$ cat src/rtl/chirp_sched_pkg.sv
// Shared types and constants for the chirp profile scheduler.
package chirp_sched_pkg;

    typedef enum logic [1:0] {
        IDLE  = 2'd0,
        LOAD  = 2'd1,
        ARMED = 2'd2
    } state_t;

    localparam logic [1:0] FIELD_COUNTER_MAX = 2'd0;
    localparam logic [1:0] FIELD_TUNING_COEF = 2'd1;
    localparam logic [1:0] FIELD_FREQ_OFFSET = 2'd2;
    localparam logic [1:0] FIELD_REPEAT      = 2'd3;

    localparam logic [31:0] DEF_COUNTER_MAX = 32'h0000_0FFF;
    localparam logic [31:0] DEF_TUNING_COEF = 32'h0000_0001;
    localparam logic [31:0] DEF_FREQ_OFFSET = 32'h0000_0600;

    typedef struct packed {
        logic [31:0] counter_max;
        logic [31:0] tuning_coef;
        logic [31:0] freq_offset;
        logic [15:0] rep_count;
    } profile_t;

    localparam profile_t DEF_PROFILE = '{
        counter_max: DEF_COUNTER_MAX,
        tuning_coef: DEF_TUNING_COEF,
        freq_offset: DEF_FREQ_OFFSET,
        rep_count:   16'h0000
    };

    function automatic profile_t apply_write(input profile_t p, input logic [1:0] field,
                                             input logic [31:0] data);
        profile_t r;
        r = p;
        case (field)
            FIELD_COUNTER_MAX: r.counter_max = data;
            FIELD_TUNING_COEF: r.tuning_coef = data;
            FIELD_FREQ_OFFSET: r.freq_offset = data;
            default:           r.rep_count   = data[15:0];
        endcase
        return r;
    endfunction

endpackage

$ cat src/rtl/chirp_profile_table.sv
// Profile register file with registered read port feeding the chirp parameter output.
// Build option CHIRP_SCHED_SHADOW_EN: double-buffered table swapped on commit.
module chirp_profile_table
    import chirp_sched_pkg::*;
#(
    parameter int NUM_PROFILES = 8,
    parameter int IDX_W        = $clog2(NUM_PROFILES)
) (
    input  logic             aclk,
    input  logic             aresetn,
    input  logic             wr_en,
    input  logic [IDX_W-1:0] wr_addr,
    input  logic [1:0]       wr_field,
    input  logic [31:0]      wr_data,
    input  logic             commit,
    input  logic             swap_ok,
    input  logic [IDX_W-1:0] rd_addr,
    input  logic             load_en,
    output logic [95:0]      rd_params,
    output logic [15:0]      rd_repeat
);

    profile_t rd_prof;

`ifdef CHIRP_SCHED_SHADOW_EN
    profile_t bank [2][NUM_PROFILES];
    logic     bank_sel;
    logic     pending;

    always_ff @(posedge aclk or negedge aresetn) begin
        if (!aresetn) begin
            for (int b = 0; b < 2; b++)
                for (int i = 0; i < NUM_PROFILES; i++)
                    bank[b][i] <= DEF_PROFILE;
            bank_sel <= 1'b0;
            pending  <= 1'b0;
        end else begin
            if (wr_en)
                bank[~bank_sel][wr_addr] <= apply_write(bank[~bank_sel][wr_addr], wr_field, wr_data);
            // a commit arriving on the swap cycle stays pending for the next swap
            if (pending && swap_ok) begin
                bank_sel <= ~bank_sel;
                pending  <= commit;
            end else if (commit) begin
                pending <= 1'b1;
            end
        end
    end

    assign rd_prof = bank[bank_sel][rd_addr];
`else
    profile_t bank [NUM_PROFILES];
    logic     unused_cfg;

    always_ff @(posedge aclk or negedge aresetn) begin
        if (!aresetn) begin
            for (int i = 0; i < NUM_PROFILES; i++)
                bank[i] <= DEF_PROFILE;
        end else if (wr_en) begin
            bank[wr_addr] <= apply_write(bank[wr_addr], wr_field, wr_data);
        end
    end

    assign rd_prof    = bank[rd_addr];
    assign unused_cfg = commit ^ swap_ok;
`endif

    assign rd_repeat = rd_prof.rep_count;

    // read captures the pre-write contents when a write hits the same slot
    always_ff @(posedge aclk or negedge aresetn) begin
        if (!aresetn)
            rd_params <= {DEF_FREQ_OFFSET, DEF_TUNING_COEF, DEF_COUNTER_MAX};
        else if (load_en)
            rd_params <= {rd_prof.freq_offset, rd_prof.tuning_coef, rd_prof.counter_max};
    end

endmodule

$ cat src/rtl/chirp_profile_scheduler.sv
// Steps through the profile table on chirp_done, holding each profile for repeat+1 chirps.
// Build option CHIRP_SCHED_SHADOW_EN enables the double-buffered table.
//
// state | meaning
// IDLE  | sequencing stopped, params_valid low, outputs held
// LOAD  | table[idx] captured into outputs, repeat counter reloaded
// ARMED | params_valid high, waiting for chirp_done
module chirp_profile_scheduler
    import chirp_sched_pkg::*;
#(
    parameter int NUM_PROFILES = 8,
    parameter int IDX_W        = $clog2(NUM_PROFILES)
) (
    input  logic             aclk,
    input  logic             aresetn,
    input  logic             cfg_wr_en,
    input  logic [IDX_W-1:0] cfg_wr_addr,
    input  logic [1:0]       cfg_wr_field,
    input  logic [31:0]      cfg_wr_data,
    input  logic             cfg_commit,
    input  logic [IDX_W:0]   seq_length,
    input  logic             seq_enable,
    input  logic             seq_restart,
    input  logic             chirp_done,
    output logic [127:0]     chirp_parameters_out,
    output logic             params_valid,
    output logic [IDX_W-1:0] profile_index,
    output logic             sweep_done,
    output logic [15:0]      sweep_count
);

    localparam logic [IDX_W:0] NUM_P = (IDX_W+1)'(NUM_PROFILES);
    localparam logic [IDX_W:0] ONE_P = (IDX_W+1)'(1);

    state_t           state, state_next;
    logic [IDX_W-1:0] idx, idx_next;
    logic [15:0]      rep_cnt, rep_cnt_next;
    logic [15:0]      sweep_count_next;
    logic             sweep_done_next;
    logic [IDX_W:0]   len_eff;
    logic             at_last;
    logic             load_en;
    logic             wrap;
    logic [95:0]      rd_params;
    logic [15:0]      rd_repeat;

    // >= rather than == so a length shrunk below idx+1 wraps on the next advance
    always_comb begin
        len_eff = seq_length;
        if (seq_length == '0)
            len_eff = ONE_P;
        else if (seq_length > NUM_P)
            len_eff = NUM_P;
        at_last = ({1'b0, idx} >= (len_eff - ONE_P));
    end

    always_comb begin
        state_next       = state;
        idx_next         = idx;
        rep_cnt_next     = rep_cnt;
        sweep_count_next = sweep_count;
        sweep_done_next  = 1'b0;
        load_en          = 1'b0;
        wrap             = 1'b0;
        if (!seq_enable) begin
            state_next = IDLE;
        end else if (seq_restart) begin
            idx_next         = '0;
            sweep_count_next = '0;
            state_next       = LOAD;
        end else begin
            case (state)
                IDLE: state_next = LOAD;
                LOAD: begin
                    load_en      = 1'b1;
                    rep_cnt_next = rd_repeat;
                    state_next   = ARMED;
                end
                ARMED: begin
                    if (chirp_done) begin
                        if (rep_cnt != 16'd0) begin
                            rep_cnt_next = rep_cnt - 16'd1;
                        end else begin
                            state_next = LOAD;
                            if (at_last) begin
                                idx_next        = '0;
                                wrap            = 1'b1;
                                sweep_done_next = 1'b1;
                                if (sweep_count != 16'hFFFF)
                                    sweep_count_next = sweep_count + 16'd1;
                            end else begin
                                idx_next = idx + 1'b1;
                            end
                        end
                    end
                end
                default: state_next = IDLE;
            endcase
        end
    end

    always_ff @(posedge aclk or negedge aresetn) begin
        if (!aresetn) begin
            state         <= IDLE;
            idx           <= '0;
            rep_cnt       <= '0;
            sweep_count   <= '0;
            sweep_done    <= 1'b0;
            params_valid  <= 1'b0;
            profile_index <= '0;
        end else begin
            state        <= state_next;
            idx          <= idx_next;
            rep_cnt      <= rep_cnt_next;
            sweep_count  <= sweep_count_next;
            sweep_done   <= sweep_done_next;
            params_valid <= (state_next == ARMED);
            if (load_en)
                profile_index <= idx;
        end
    end

    chirp_profile_table #(
        .NUM_PROFILES (NUM_PROFILES),
        .IDX_W        (IDX_W)
    ) u_table (
        .aclk      (aclk),
        .aresetn   (aresetn),
        .wr_en     (cfg_wr_en),
        .wr_addr   (cfg_wr_addr),
        .wr_field  (cfg_wr_field),
        .wr_data   (cfg_wr_data),
        .commit    (cfg_commit),
        .swap_ok   ((state == IDLE) || wrap),
        .rd_addr   (idx),
        .load_en   (load_en),
        .rd_params (rd_params),
        .rd_repeat (rd_repeat)
    );

    assign chirp_parameters_out = {32'h0, rd_params};

endmodule

$ cat config.mk
export PLATFORM = sky130hd
export DESIGN_NAME = chirp_profile_scheduler
export DESIGN_NICKNAME = d
export VERILOG_FILES = /design/src/rtl/chirp_sched_pkg.sv /design/src/rtl/chirp_profile_table.sv /design/src/rtl/chirp_profile_scheduler.sv
export SDC_FILE = /design/constraint.sdc
export NUM_CORES = 2
export LEC_CHECK = 0
export BUFFER_PORTS_ARGS = -buffer_cell sky130_fd_sc_hd__buf_2
export CAP_MARGIN = 20
export CORE_ASPECT_RATIO = 1.25
export CORE_MARGIN = 10
export CORE_UTILIZATION = 35
export CTS_CLUSTER_SIZE = 30
export DETAILED_ROUTE_END_ITERATION = 8
export GPL_TIMING_DRIVEN = 0
export PLACE_DENSITY = 0.54
export SLEW_MARGIN = 10
export SYNTH_ARGS = -nofsm -noshare
export SYNTH_HDL_FRONTEND = slang
export SYNTH_SLANG_ARGS = --single-unit
export TNS_END_PERCENT = 100
$ cat constraint.sdc
create_clock -name aclk -period 6.6 [get_ports aclk]
set_input_delay 0.99 -clock aclk [delete_from_list [all_inputs] [get_ports aclk]]
set_output_delay 0.99 -clock aclk [all_outputs]
set_load 0.01 [all_outputs]
==> key figures <==
Run status
  – Outcome: complete, no violations

Timing
  – Tmin final: 4.415 ns
  – Fmax: 0.2265 GHz
  – Relative slew margins: a little under a fifth
  – RSZ-0062 raised after global routing: false
  – Fin. Hold Viols: 0
  – Clk_skew: 0.02669 ns
  – Tightest Pin Transition: 1.216 ns
  – Total Neg Setup Slack: 0 ns
  – Setup Viol. Count Final: 0
  – Period utilisation layout: 66.89%
  – Final Max Slew Viols: 0

CTS
  – CTS Hold Bufs: 0
  – TritonCTS clock tree: done
  – Worst-skew pair later-pin latency: 0.76 ns
  – Root Driver: clkbuf_16
  – Longest Clk Path Bufs: 3
  – Reg clk slew, reported paths: approximately 0.06 ns
  – Num CTS Buffers: 108
  – CTS Sinks: 1034
  – Cts repair resizes: 0
  – Setup bufs post-CTS: 0
  – CTS H-tree lvls: 3

Logic synthesis
  – EDFF count, synth: 0
  – Top_reg_cell synth: dfrtp_1
  – Mean area per synthesized cell: roughly 11 um2
  – Sequential fraction of the synthesis area: 50.44%
  – Ys async rst share: 100.0%
  – Synth Cell Area: 0.05163 mm2
  – Synth Register Bits: 1034
  – Syn Inst Count: 4602
  – Yosys cell types: 63
  – Synthesis Warnings: 0

Job
  – Max_cap viols: 0

Global route
  – Largest net degree at the start of global routing: roughly 150
  – Initial antenna violation count: 20
  – Congestion Overflow GR: 0
  – First-pass GRT wire length: 290700 um
  – Via count of the first global-routing pass: slightly above 40000
  – All-Layer GR Usage: 23.92%

Power
  – Maximum VDD drop: 0.2129 mV
  – Pwr Density: 374.6 mW/mm2
  – Leak pwr: 24.80 nW

Floorplan
  – Row Count: 157
  – I/O pin cnt: 197
  – Total Die Area: between 0.15 and 0.2 mm2
  – Chip Height: 449.4 um
  – Starting Density: 35.23%
  – CORE AREA: 0.1465 mm2
  – Die width: 363.5 um

Final layout
  – Layout cells sized above 1: 21.48%
  – # nets final: 4978
  – Non-Filler Instances: 6932
  – Most frequent cells in the layout: 1031 x nand2_1, 1020 x o21ai_0, 899 x dfrtp_1
  – P&R area growth vs syn: 14.70%
  – Layout fillers: 14209
  – Commonest non-fill, non-tap cell in the layout: nand2_1

Place
  – Placed Instances: 6716
  – HPWL after DPL: 133700 um
  – Port Buf Inserts: 160
  – Routability cong.: roughly 0.87

Critical path
  – Worst EP required: 7.20 ns
  – R2R depth: 12
  – CP Capture Type: register
  – Crit path launch: cfg_wr_addr[0]
  – CP Data Arrival Time: 5.01 ns
  – Critical path class: in2reg
  – Startpoint types: primary input
  – Worst r2r src: idx[0]$_DFFE_PN0P_
  – Crit path max fanout: 10
  – R2R setup slack: 2.57 ns

Detailed routing
  – Initial DRC Count: 4085
  – Final ANT Viol Nets: 0
  – DR vias: 40763
  – Post-route DRC: 0
  – Drt via density: around 5.9
  – DRT Pass-1 Iters: 5
  – WL/cell: 28.66 um
  – Total Wirelength: 198700 um

Worst hold path
  – Hold/Removal Path Class: in2async
final timing paths:
path | endpoint
setup / recovery | u_table.bank[92]$_DFFE_PN0P_
hold / removal | u_table.rd_params[41]$_DFFE_PN0P_
setup reg to reg | sweep_count[14]$_DFFE_PN0P_
hold reg to reg | u_table.rd_params[59]$_DFFE_PN0P_
max in group asynchronous | rep_cnt[10]$_DFFE_PN0P_
min in group aclk | u_table.rd_params[59]$_DFFE_PN0P_
synth_stat cells, types with 3 or more instances:
library cell	number	share of area [%]
nand4_1	11	0.13
o41ai_1	3	0.051
dfrtp_1	899	44
and4_1	5	0.085
dfstp_2	135	6.9
o22ai_1	3	0.036
o211ai_1	6	0.087
nor2_1	116	0.84
and3_1	5	0.061
a221o_1	4	0.078
or3_1	3	0.036
a41oi_1	3	0.051
o311ai_0	4	0.068
buf_2	66	0.64
nor4_1	5	0.061
o22a_1	5	0.085
mux2_2	9	0.20
nor3_1	10	0.097
a2bb2oi_1	3	0.051
nor2b_1	17	0.21
a31oi_1	3	0.036
inv_1	12	0.087
mux4_2	448	20
nand2_1	1032	7.5
o21a_1	3	0.044
nand2b_1	9	0.11
buf_1	43	0.31
a211o_1	5	0.085
mux2i_1	214	4.1
ha_1	11	0.27
nand3_1	16	0.16
o21ai_0	1020	9.9
a21oi_1	117	1.1
a211oi_1	5	0.073
or4_1	8	0.12
o31ai_1	5	0.073
buf_4	36	0.52
and2_1	6	0.073
clkbuf_1	266	1.9
layout make-up:
cell class	count	area [um2]	area share (%)
Buffer	412	1777	3.000
Clock inverter	55	718.2	1.213
Sequential cell	1034	26040	43.98
Inverter	12	45.04	0.07606
Clock buffer	150	3194	5.394
Multi-Input combinational cell	3175	23890	40.34
Antenna cell	10	25.02	0.04226
Timing Repair Buffer	176	1141	1.927
Tap cell	1908	2387	4.031
per-stage QoR:
stage / cell area [um2] / hold slack (ns) / worst slack [ns] / power (mW) / util [%]
4_1_cts: 59180 / 0.1627 / 2.514 / 22.23 / 40.39
3_5_place_dp: 55270 / 0.4657 / 1.739 / 15.48 / 37.72
6_report: 59220 / 0.1836 / 2.185 / 22.19 / 40.41
3_3_place_gp: 54930 / 0.4606 / -18.76 / 15.29 / 37.49
5_1_grt: 59200 / 0.2125 / 2.259 / 23.33 / 40.40
2_1_floorplan: 51750 / 0.4610 / 3.505 / 13.18 / -
state kept, by name, summed over array words and instances, names as in the netlist:
| name | count |
|---|---|
| sweep_done | 1 |
| u_table.rd_params | 96 |
| sweep_count | 16 |
| profile_index | 3 |
| state | 2 |
| params_valid | 1 |
| idx | 3 |
| rep_cnt | 16 |
| u_table.bank | 896 |
kinds of logic after synthesis:
family	count (synthesis)	share of synthesized area, %
AO/OA/AOI/OAI	1207	12.14
XOR/XNOR	1	0.01697
adder cells (fa/ha/maj)	11	0.2666
buffers and inverters	424	3.519
flip-flops	1034	50.44
multiplexers	671	23.89
other	1	0.007263
AND/OR/NAND/NOR	1253	9.723
worst max-delay path, cell delays in order:
cell	delay [ns]
clkbuf_1	0.54
clkbuf_1	0.93
nand4_1	0.98
clkbuf_1	0.53
buf_8	0.27
clkbuf_1	0.43
nand2_1	0.20
o21ai_0	0.10
routing by layer:
| metal | wire (um) | global-route usage, % |
|---|---|---|
| met2 | 91870 | 37.30 |
| met4 | 11830 | 13.78 |
| met1 | 77120 | 30.41 |
| met5 | 105 | 0 |
| met3 | 17740 | 5.440 |
report_power, final:
part,internal [mW],total [mW],switching (mW)
Clock,3.97,6.78,2.81
Sequential,8.19,9.52,1.33
Combinational,2.69,5.88,3.20
Total,14.9,22.2,7.34
Power figures use the tool's default switching activity.
